--- src/rtl/addsub_pkg.sv ---
// Shared encodings for the multi-precision add/subtract sequencer:
// operation codes and sequencer FSM states.
package addsub_pkg;

  localparam logic OP_ADD = 1'b0;
  localparam logic OP_SUB = 1'b1;

  typedef enum logic [1:0] {
    ST_IDLE = 2'b00,
    ST_RUN  = 2'b01,
    ST_DONE = 2'b10
  } state_t;

endpackage

--- src/rtl/addsub.sv ---
// One-word add/subtract slice. Operands arrive zero-extended by one bit so the
// raw carry (add) or raw borrow (sub) appears in the top bit of the result.
module addsub
  import addsub_pkg::*;
#(
  parameter int DBW = 8
) (
  input  logic           op,
  input  logic           ci,
  input  logic [DBW:0]   a,
  input  logic [DBW:0]   b,
  output logic [DBW-1:0] s,
  output logic           co,
  output logic           v
);

  logic [DBW:0] cin_s;
  logic [DBW:0] full_s;

  // Carry-in is 6502 style on subtract: ci=1 means no borrow, so it is inverted into the borrow term.
  always_comb begin
    cin_s  = {{DBW{1'b0}}, 1'b0};
    full_s = {(DBW+1){1'b0}};
    if (op == OP_SUB) begin
      cin_s  = {{DBW{1'b0}}, ~ci};
      full_s = a - b - cin_s;
    end else begin
      cin_s  = {{DBW{1'b0}}, ci};
      full_s = a + b + cin_s;
    end
  end

  assign s  = full_s[DBW-1:0];
  assign co = full_s[DBW];

  // Signed overflow of this word, taking the carry/borrow-in into account.
  always_comb begin
    v = 1'b0;
    if (op == OP_SUB) begin
      v = (a[DBW-1] != b[DBW-1]) && (full_s[DBW-1] != a[DBW-1]);
    end else begin
      v = (a[DBW-1] == b[DBW-1]) && (full_s[DBW-1] != a[DBW-1]);
    end
  end

endmodule

--- src/rtl/addsub_mp_seq.sv ---
// Multi-precision add/subtract sequencer: round-robin arbitration between two
// requesters, each operation run word-serially LSW first through one addsub.
module addsub_mp_seq
  import addsub_pkg::*;
#(
  parameter int DBW   = 8,
  parameter int WORDS = 4
) (
  input  logic                   clk,
  input  logic                   rst_n,
  input  logic [1:0]             req,
  input  logic                   op0,
  input  logic                   op1,
  input  logic                   ci0,
  input  logic                   ci1,
  input  logic [DBW*WORDS-1:0]   a0,
  input  logic [DBW*WORDS-1:0]   a1,
  input  logic [DBW*WORDS-1:0]   b0,
  input  logic [DBW*WORDS-1:0]   b1,
  output logic [1:0]             ack,
  output logic                   busy,
  output logic                   done,
  output logic                   done_id,
  output logic [DBW*WORDS-1:0]   o,
  output logic                   co,
  output logic                   v,
  output logic                   z
);

  localparam int W    = DBW * WORDS;
  localparam int IDXW = $clog2(WORDS);

  state_t            state_r, state_s;
  logic              grant_s, win_s, last_word_s;
  logic              last_r, id_r, op_r, c_r;
  logic [IDXW-1:0]   idx_r;
  logic [W-1:0]      a_sh_r, b_sh_r, res_sh_r, res_next_s;
  logic [1:0]        ack_r;
  logic              done_r, done_id_r, co_r, v_r, z_r;
  logic [W-1:0]      o_r;
  logic [DBW-1:0]    sum_s;
  logic              co_raw_s, v_raw_s, c_next_s;

  addsub #(.DBW(DBW)) u_addsub (
    .op (op_r),
    .ci (c_r),
    .a  ({1'b0, a_sh_r[DBW-1:0]}),
    .b  ({1'b0, b_sh_r[DBW-1:0]}),
    .s  (sum_s),
    .co (co_raw_s),
    .v  (v_raw_s)
  );

  // Round-robin arbiter: on a tie the requester not served last wins.
  always_comb begin
    grant_s = 1'b0;
    win_s   = 1'b0;
    if (state_r == ST_IDLE) begin
      case (req)
        2'b01:   begin grant_s = 1'b1; win_s = 1'b0;    end
        2'b10:   begin grant_s = 1'b1; win_s = 1'b1;    end
        2'b11:   begin grant_s = 1'b1; win_s = ~last_r; end
        default: begin grant_s = 1'b0; win_s = 1'b0;    end
      endcase
    end else begin
      grant_s = 1'b0;
      win_s   = 1'b0;
    end
  end

  assign last_word_s = (idx_r == IDXW'(WORDS - 1));
  assign c_next_s    = (op_r == OP_SUB) ? ~co_raw_s : co_raw_s;
  assign res_next_s  = {sum_s, res_sh_r[W-1:DBW]};

  // Next-state logic for the IDLE -> RUN -> DONE -> IDLE sequence.
  always_comb begin
    state_s = state_r;
    case (state_r)
      ST_IDLE: begin
        if (grant_s) state_s = ST_RUN;
        else         state_s = ST_IDLE;
      end
      ST_RUN: begin
        if (last_word_s) state_s = ST_DONE;
        else             state_s = ST_RUN;
      end
      ST_DONE: state_s = ST_IDLE;
      default: state_s = ST_IDLE;
    endcase
  end

  // State register.
  always_ff @(posedge clk or negedge rst_n) begin
    if (!rst_n) state_r <= ST_IDLE;
    else        state_r <= state_s;
  end

  // Operand capture, word-serial shifting, carry chaining and result registers.
  always_ff @(posedge clk or negedge rst_n) begin
    if (!rst_n) begin
      last_r    <= 1'b1;
      id_r      <= 1'b0;
      op_r      <= OP_ADD;
      c_r       <= 1'b0;
      idx_r     <= {IDXW{1'b0}};
      a_sh_r    <= {W{1'b0}};
      b_sh_r    <= {W{1'b0}};
      res_sh_r  <= {W{1'b0}};
      ack_r     <= 2'b00;
      done_r    <= 1'b0;
      done_id_r <= 1'b0;
      o_r       <= {W{1'b0}};
      co_r      <= 1'b0;
      v_r       <= 1'b0;
      z_r       <= 1'b0;
    end else begin
      ack_r  <= 2'b00;
      done_r <= 1'b0;
      case (state_r)
        ST_IDLE: begin
          if (grant_s) begin
            op_r   <= win_s ? op1 : op0;
            c_r    <= win_s ? ci1 : ci0;
            a_sh_r <= win_s ? a1 : a0;
            b_sh_r <= win_s ? b1 : b0;
            idx_r  <= {IDXW{1'b0}};
            id_r   <= win_s;
            last_r <= win_s;
            ack_r  <= win_s ? 2'b10 : 2'b01;
          end
        end
        ST_RUN: begin
          a_sh_r   <= a_sh_r >> DBW;
          b_sh_r   <= b_sh_r >> DBW;
          res_sh_r <= res_next_s;
          c_r      <= c_next_s;
          idx_r    <= idx_r + IDXW'(1);
          // Final word: publish the complete result together with the done pulse.
          if (last_word_s) begin
            o_r       <= res_next_s;
            co_r      <= c_next_s;
            v_r       <= v_raw_s;
            z_r       <= (res_next_s == {W{1'b0}});
            done_r    <= 1'b1;
            done_id_r <= id_r;
          end
        end
        ST_DONE: begin
          done_r <= 1'b0;
        end
        default: begin
          done_r <= 1'b0;
        end
      endcase
    end
  end

  assign busy    = (state_r != ST_IDLE);
  assign ack     = ack_r;
  assign done    = done_r;
  assign done_id = done_id_r;
  assign o       = o_r;
  assign co      = co_r;
  assign v       = v_r;
  assign z       = z_r;

endmodule

--- config.mk ---
export PLATFORM = sky130hd
export DESIGN_NAME = addsub_mp_seq
export DESIGN_NICKNAME = d
export VERILOG_FILES = /design/src/rtl/addsub_pkg.sv /design/src/rtl/addsub.sv /design/src/rtl/addsub_mp_seq.sv
export SDC_FILE = /design/constraint.sdc
export NUM_CORES = 1
export LEC_CHECK = 0
export BUFFER_PORTS_ARGS = -buffer_cell sky130_fd_sc_hd__buf_4
export CORE_UTILIZATION = 38
export CTS_BUF_LIST = sky130_fd_sc_hd__clkbuf_4 sky130_fd_sc_hd__clkbuf_8
export DETAILED_ROUTE_END_ITERATION = 8
export MAX_ROUTING_LAYER = met4
export PLACE_DENSITY_LB_ADDON = 0.12
export SYNTH_ARGS = -nofsm -noshare
export SYNTH_HDL_FRONTEND = slang
export SYNTH_SLANG_ARGS = --single-unit
export TNS_END_PERCENT = 20
--- constraint.sdc ---
create_clock -name clk -period 3.75 [get_ports clk]
set_input_delay 0.1875 -clock clk [delete_from_list [all_inputs] [get_ports clk]]
set_output_delay 0.1875 -clock clk [all_outputs]
set_load 0.1 [all_outputs]
Word-level counts from Yosys, hierarchy flattened

Index checks and enable logic that the tools add are counted.

Bits of input ports: 136
Output and inout port bits: 40
Flip-flop bits (word level): 143
Logic and storage cells: 70

Bitwise gates (word level): 3
Reduce and logical (&&, ||, !) cells: 10
Equal/unequal tests: 9
Add/subtract/negate cells: 5
Muxes and demuxes: 27

Operators with widths:

| operator              | number |
|---|---|
| $mux W32              | 4 |
| $pmux W32 S2          | 2 |
| $logic_not A32 Y1     | 1 |
| $mux W1               | 11 |
| $mux W2               | 5 |
| $add A8 B8 Y9         | 1 |
| $add A9 B1 Y9         | 1 |
| $mux W9               | 1 |
| $sub A8 B8 Y9         | 1 |
| $sub A9 B1 Y9         | 1 |
| $pmux W2 S2           | 2 |
| $eq A2 B2 Y1 const B  | 3 |
| $reduce_and A2 Y1     | 3 |
| $eq A2 B1 Y1 const B  | 2 |
| $pmux W1 S2           | 2 |
| $reduce_bool A2 Y1    | 2 |
| $not A1 Y1            | 3 |
| $reduce_or A3 Y1      | 1 |
| $add A2 B1 Y2 const B | 1 |
| $logic_and A1 B1 Y1   | 2 |
| $logic_not A2 Y1      | 1 |
| $ne A1 B1 Y1          | 2 |
| $ne A2 B2 Y1 const B  | 1 |
| $eq A1 B1 Y1          | 1 |

Depth between registers and ports, before layout

Gate-level depths: netlist of run 1.

Depth after elaboration: 6
Gate-level depth with buffers: 10
Mapped depth without buffers: 10

By module

Synthesis of run 1 repeated with hierarchy kept, for this count alone.

Cell total of the unflattened synthesis: 721
Area total of the unflattened synthesis: 7048.0 um2

By module, submodules not included:

| module        | cells each | seq. area each (um2) | area an instance (um2) | instances |
|---|---|---|---|---|
| addsub_mp_seq | 584        | 3379.5               | 6032.0                 | 1 |
| addsub        | 137        | 0.0                  | 1016.0                 | 1 |

Worst setup path before layout of run 1

No wires, ideal clock.

Path type: flip-flop to flip-flop
Start: reg c_r
End: reg z_r, in the netlist z
Cell stages (with the launch flop): 10
Path slack: 1.335 ns
Library setup time: 0.120 ns
Period minus slack after synthesis: 2.415 ns
Data required time: 3.630 ns
Arrival time: 2.295 ns
Buffers on the path: 0
Path through: dfrtp_1 -> inv_1 -> fa_1 -> fa_1 -> a21boi_0 -> o221ai_2 -> xnor2_1 -> a21oi_1 -> and4_1 -> a31o_1

Longest elaborated chain between the ends: 4
Elaborated cells between the ends (all ways): 5
Those cells by class: 2 x add/sub; 1 x mux; 1 x bitwise; 1 x reduce/logical

RTL lines:

| element                  | RTL line             | source |
|---|---|---|
| start: declaration       | addsub_mp_seq.sv:35  | `logic last_r, id_r, op_r, c_r;` |
| start signal: assignment | addsub_mp_seq.sv:123 | `c_r <= win_s ? ci1 : ci0;` |
| start signal: assignment | addsub_mp_seq.sv:136 | `c_r <= c_next_s;` |
| $not A1 Y1               | addsub.sv:25         | `cin_s = {{DBW{1'b0}}, ~ci};` |
| $sub A9 B1 Y9            | addsub.sv:26         | `full_s = a - b - cin_s;` |
| $mux W9 *                | addsub.sv:24         | `if (op == OP_SUB) begin` |
| $logic_not A32 Y1 *      | addsub_mp_seq.sv:143 | `z_r <= (res_next_s == {W{1'b0}});` |
| end signal: assignment   | addsub_mp_seq.sv:143 |  |
| end: declaration         | addsub_mp_seq.sv:39  | `logic done_r, done_id_r, co_r, v_r, z_r;` |

Every way passes the cells marked *; elsewhere a longest branch is shown, timed or not.
A chain may end at the register's enable or synchronous reset.

Worst setup path after layout of run 1

Ends and elaborated chain as after synthesis.

==> results of run 1 <==
area by class of cell:
| cell class | count | area share (%) |
|---|---|---|
| clock buffer | 20 | 2.94 |
| clock inverter | 11 | 1.43 |
| inverter | 28 | 1.20 |
| multi-input combinational | 445 | 36.2 |
| sequential | 135 | 38.7 |
| tap | 225 | 3.22 |
| timing repair buffer | 186 | 16.3 |
sequential cells by signal, summed over array words and instances, names as in the netlist:
name and flops:
o 32, done_id 1, c_r 1, a_sh_r 32
v 1, z 1, res_sh_r 24, done 1
state_r 2, id_r 1, ack 2, b_sh_r 32
co 1, last_r 1, op_r 1, idx_r 2
cell families (layout without fill, tap and decap cells):
group,count (synthesis),in the layout,synth area share (%)
AOI/OAI and AO/OA,183,183,17.0
xor gates and xnor gates,12,12,1.74
DFF,135,135,49.6
buffers and inverters,72,245,4.37
muxes,76,76,11.8
adders and majority gates,26,26,5.21
and+or+nand+nor,148,148,10.3
cells in the mapped netlist (all sizes together) (3+ instances only):
cell type | instances | area, um^2
nor3 | 3 | 15.0
dfrtp | 134 | 3350
o21ai | 86 | 430
nor4 | 6 | 37.5
nand2 | 83 | 312
fa | 4 | 80.1
mux2i | 51 | 523
xnor2 | 9 | 78.8
o31ai | 3 | 22.5
or3 | 3 | 18.8
nor2 | 10 | 37.5
nand3 | 19 | 100
clkbuf | 27 | 101
a21oi | 10 | 50.1
o22ai | 17 | 106
buf | 17 | 91.3
ha | 22 | 275
mux2 | 25 | 282
inv | 28 | 105
and2 | 3 | 18.8
a22oi | 48 | 360
or4 | 6 | 48.8
final timing paths:
check	startpoint	endpoint	slack (ps)	cells past startpoint
max in group asynchronous	rst_n	last_r$_DFFE_PN1P_	2490	3
worst max-delay path	c_r$_DFFE_PN0P_	z$_DFFE_PN0P_	1060	9
worst max register to register	c_r$_DFFE_PN0P_	z$_DFFE_PN0P_	1060	9
min in group asynchronous	rst_n	o[6]$_DFFE_PN0P_	360	2
worst min-delay path	b1[22]	b_sh_r[22]$_DFFE_PN0P_	30	3
worst min register to register	o[26]$_DFFE_PN0P_	o[26]$_DFFE_PN0P_	480	2
per-layer routing:
| metal | global-route usage [%] | vias to the layer above | part of all wire (%) | wire length [um] |
|---|---|---|---|---|
| met4 | 6.60 | 0 | 1.2 | 212 |
| met5 | - | - | 0 | 0 |
| met1 | 27.9 | 2603 | 46 | 8160 |
| met3 | 3.39 | 15 | 4.0 | 699 |
| met2 | 32.9 | 168 | 48 | 8520 |
| li1 | - | 2671 | - | - |
through the flow:
step | worst slack (ps) | instances
after floorplan | 1340 | 652
after global placement | 1100 | 1016
after detailed placement | 1030 | 1016
after CTS | 1030 | 1050
after global routing | 753 | 1050
final | 1060 | 1050
what timing repair did:
item | CTS | global route
hold buffers | 3 | 0
endpoints found under the hold margin | 84 | 0
setup endpoints to repair | 0 | 0
worst max-delay path: cells and delay by family, from the launching register on:
kind            cells  cell delay (ps)
simple gates        1              240
flops               1              410
compound gates      4              840
xor+xnor            1              160
buf+inv             1               80
fa+ha+maj           2              850
==> metrics.log, run 1 <==
INFO  metric status = completed
INFO  metric global_route.overflow_total = 0
INFO  metric crit_slowest_cell = sky130_fd_sc_hd__fa_1
INFO  metric cts_setup_buffers = 0
INFO  metric clock_path_buffers = 2
INFO  metric drive_gt1_share = 31.0%
INFO  metric die_h = 136 um
INFO  metric timing.critical_path.cells = inv_1 > fa_1 > fa_1 > a21boi_0 > o221ai_2 > xnor2_1 > a21oi_1 > and4_1 > a31o_1
INFO  metric cts_resized = 0
INFO  metric worst-slew-pin-transition = 989 ps
INFO  metric grt_util_all_layers = 21.0%
INFO  metric data_required_time_of_the_critical_path = 4080 ps
INFO  metric synthToLayoutAreaGrowth = 28.1%
INFO  metric synth_cell_type_count = 55
INFO  metric postSynthRegisterBits = 135
INFO  metric cts-buffers-inserted = 17
INFO  metric via_per_inst = 5.20
INFO  metric route.detailed.drc = 0
INFO  metric nets = 975
INFO  metric full_die_area = 18,500 um^2
INFO  metric dr_total_vias = 5,457
INFO  metric number_of_instances_in_the_synthesized_netlist = 652
INFO  metric tns = 0 ps
INFO  metric mostFrequentLayoutCell = sky130_fd_sc_hd__buf_4
INFO  metric final_cell_mix = 181 x sky130_fd_sc_hd__buf_4, 134 x sky130_fd_sc_hd__dfrtp_1, 83 x sky130_fd_sc_hd__nand2_1
INFO  metric grt_setup_unrepaired = false
INFO  metric postRouteAntennaNets = 0
INFO  metric slew-limit-headroom = 34.1%
INFO  metric achievable-frequency = 0.372 GHz
INFO  metric synth.yosys.seq_area_share = 49.6%
INFO  metric count_of_standard_cell_rows = 48
INFO  metric critPathLaunchType = register
INFO  metric insertedDiodeCount = 0
INFO  metric grt_first_pass_wirelength = 28.9 mm
INFO  metric timing.critical_path.mode_cell = sky130_fd_sc_hd__fa_1
INFO  metric place.port_buffers = 175
INFO  metric placeableCoreArea = 17,400 um^2
INFO  metric slowest_delay = 460 ps
INFO  metric layout.core_utilization = 50.1%
INFO  metric timing.clock.skew = 9.32 ps
INFO  metric post_synth_instance_area = 6820 um^2
INFO  metric ys.flop_type = sky130_fd_sc_hd__dfrtp_1
INFO  metric drtPass1Iterations = 4
INFO  metric final_hold_viol_count = 0
INFO  metric wire_per_inst = 16.8 um
INFO  metric routed_wirelength = 17.6 mm
INFO  metric htree_levels = 4
INFO  metric grt_antenna_before_repair = 0
INFO  metric dp_hpwl = 12.9 mm
INFO  metric finalMaxSlewViolations = 0
INFO  metric async_s_r_ff_share_synth = 100%
INFO  metric worstSkewPairLatency = 440 ps
INFO  metric synth.net_count = 814
INFO  metric hold_path_class = in -> reg
INFO  metric min_period = 2690 ps
INFO  metric timing.max_cap.violations = 0
INFO  metric clkTransAtPathRegs = 80 ps
INFO  metric grt_max_degree = 86
INFO  metric grt_pass1_vias = 5,551
INFO  metric area_taken_by_multi_input_logic_gates = 3160 um^2
INFO  metric drt_first_iter_violations = 319
INFO  metric synth.avg_cell_area = 10.5 um^2
INFO  metric pin_count = 176
INFO  metric path_class = reg -> reg
INFO  metric worst_ep_arrival_time = 3020 ps
INFO  metric cts_root_buf = sky130_fd_sc_hd__clkbuf_8
INFO  metric synth_enable_flop_cells = 0
INFO  metric floorplan.initialDensity = 39.1%
INFO  metric critical_path.max_fanout = 3
INFO  metric cp-end-kind = register
INFO  metric tritoncts = done
INFO  metric seq_area = 3380 um^2
INFO  metric finalSetupViolCount = 0
INFO  metric hold-worst-slack = 26.2 ps
INFO  metric routabilityCongestion = 0.800
INFO  metric cts.sink_count = 135
INFO  metric nFillCells = 1,656
INFO  metric fin_area = 8730 um^2
INFO  metric synthesis.yosys.warnings = 0
INFO  metric die-width = 136 um
INFO  metric min_period_over_period = 71.7%
INFO  metric detailed_place.area = 8320 um^2
Power of run 1 is not shown: default switching activity piles up to over one toggle a cycle in this logic, so the estimate is an artifact.
==> run 2, diff against run 1 <==
Clock period 3.75 ns to 2.7 ns, I/O delays scaled along.
==> metrics.log, run 2 (synthesis gave the netlist of run 1 again) <==
INFO  metric hold_start = b0[12]
INFO  metric nets = 1,058
INFO  metric pin_count = 176
INFO  metric hold-worst-slack = 13.1 ps
INFO  metric postRouteAntennaNets = 0
INFO  metric die_h = 136 um
INFO  metric critical_path.max_fanout = 3
INFO  metric clkTransAtPathRegs = 80 ps
INFO  metric worstSkewPairLatency = 430 ps
INFO  metric wire_per_inst = 16.5 um
INFO  metric cts_root_buf = sky130_fd_sc_hd__clkbuf_8
INFO  metric layout.core_utilization = 55.3%
INFO  metric dp_hpwl = 13.1 mm
INFO  metric min_period = 2560 ps
INFO  metric min_period_over_period = 94.8%
INFO  metric cp.buffers_inverters = 2
INFO  metric htree_levels = 4
INFO  metric worst_ep_arrival_time = 2860 ps
INFO  metric timing.max_cap.violations = 0
INFO  metric critPathLaunchType = register
INFO  metric clock_path_buffers = 2
INFO  metric grt_max_degree = 95
INFO  metric count_of_standard_cell_rows = 48
INFO  metric stdcell_count = 1,133
INFO  metric data_required_time_of_the_critical_path = 3000 ps
INFO  metric drtPass1Iterations = 4
INFO  metric timing.critical_path.cells = buf_4 > fa_1 > inv_1 > fa_1 > nor2_1 > o211a_1 > o31ai_1 > a21oi_1 > nor3_1 > o31ai_1
INFO  metric full_die_area = 18,500 um^2
INFO  metric insertedDiodeCount = 0
INFO  metric routabilityCongestion = 0.818
INFO  metric drive_gt1_share = 29.7%
INFO  metric dr_total_vias = 5,851
INFO  metric finalSetupViolCount = 0
INFO  metric cts-buffers-inserted = 17
INFO  metric final_hold_viol_count = 0
INFO  metric grt_pass1_vias = 5,968
INFO  metric achievable-frequency = 0.391 GHz
INFO  metric floorplan.initialDensity = 39.1%
INFO  metric status = completed
INFO  metric hold_path_class = in -> reg
INFO  metric grt_antenna_before_repair = 0
INFO  metric dp_cells = 1,025
INFO  metric cp-end-kind = register
INFO  metric power.density_cell_area = 1440 nW/um^2
INFO  metric drt_first_iter_violations = 267
INFO  metric worstReg2RegStart = c_r$_DFFE_PN0P_
INFO  metric worst-slew-pin-transition = 994 ps
INFO  metric slew-limit-headroom = 33.7%
INFO  metric die-width = 136 um
INFO  metric power.leakage = 4.59 nW
INFO  metric synthToLayoutAreaGrowth = 41.2%
INFO  metric tritoncts = done
INFO  metric crit_slowest_cell = sky130_fd_sc_hd__fa_1
INFO  metric cts.sink_count = 135
INFO  metric grt_util_all_layers = 22.0%
INFO  metric critical-path-top-delay-family = compound AO/OA/AOI/OAI gates
INFO  metric grt_setup_unrepaired = false
INFO  metric p_total = 13.8 mW
INFO  metric placeableCoreArea = 17,400 um^2
INFO  metric tns = 0 ps
INFO  metric timing.clock.skew = 9.76 ps
INFO  metric finalMaxSlewViolations = 0
INFO  metric routed_wirelength = 18.7 mm
INFO  metric path_class = reg -> reg
INFO  metric via_per_inst = 5.16
INFO  metric vdd_drop_max = 0.000836 V
INFO  metric grt_first_pass_wirelength = 30.3 mm
INFO  metric mostFrequentLayoutCell = sky130_fd_sc_hd__buf_4
INFO  metric nFillCells = 1,553
INFO  metric global_route.overflow_total = 0
INFO  metric slowest_delay = 460 ps
INFO  metric route.detailed.drc = 0
INFO  metric place.port_buffers = 175
INFO  metric critPathLaunch = c_r$_DFFE_PN0P_
INFO  metric final_cell_mix = 190 x sky130_fd_sc_hd__buf_4, 134 x sky130_fd_sc_hd__dfrtp_1, 83 x sky130_fd_sc_hd__nand2_1
==> run 2: per-stage QoR <==
| step | worst slack, ps | cell area, um^2 |
|---|---|---|
| floorplan | 285 | 6820 |
| global placement | 77.4 | 8400 |
| detailed placement | 27.5 | 8400 |
| CTS | 32.4 | 9610 |
| global route | 3.09 | 9630 |
| finish | 141 | 9630 |
==> run 2: area by class of cell <==
type | instances | area, um^2 | share of cell area, %
sequential | 135 | 3380 | 35.1
inverter | 28 | 105 | 1.09
timing repair buffer | 269 | 2240 | 23.3
tap | 225 | 282 | 2.92
multi-input combinational | 445 | 3180 | 33.0
clock inverter | 10 | 169 | 1.75
clock buffer | 21 | 277 | 2.87
==> run 2: where the power goes <==
group	internal [mW]	switching [mW]	leakage, nW
clock network	1.08	0.769	0.228
registers	3.01	0.738	1.69
logic	2.95	5.28	2.67
==> run 2: layer usage <==
layer	GRT usage, %	share of wire [%]	vias to the layer above
met3	3.47	3.8	26
met5	-	0	-
met2	35.9	49	176
met4	7.78	2.2	0
li1	-	-	2835
met1	27.7	45	2814
==> run 2: path summary, 6_finish.rpt <==
kind | end | slack, ps | cells after the start
min reg2reg | done_id$_DFFE_PN0P_ | 480 | 2
max reg2reg | c_r$_DFFE_PN0P_ | 140 | 10
min in group asynchronous | o[12]$_DFFE_PN0P_ | 180 | 2
min | b_sh_r[12]$_DFFE_PN0P_ | 10 | 3
max in group asynchronous | b_sh_r[8]$_DFFE_PN0P_ | 1710 | 3
max | c_r$_DFFE_PN0P_ | 140 | 10
==> run 2: what timing repair did <==
item / CTS / global route
buffers inserted: 0 / 1
hold endpoints to repair: 83 / 0
hold buffers: 76 / 0
gates resized for setup: 0 / 6
endpoints found under the setup margin: 0 / 3
==> run 2: tightest hold or removal path, cell delays in order <==
cell,delay (ps)
sky130_fd_sc_hd__buf_4,80
sky130_fd_sc_hd__mux2i_1,60
sky130_fd_sc_hd__o21ai_0,140
Power figures use the tool's default switching activity.
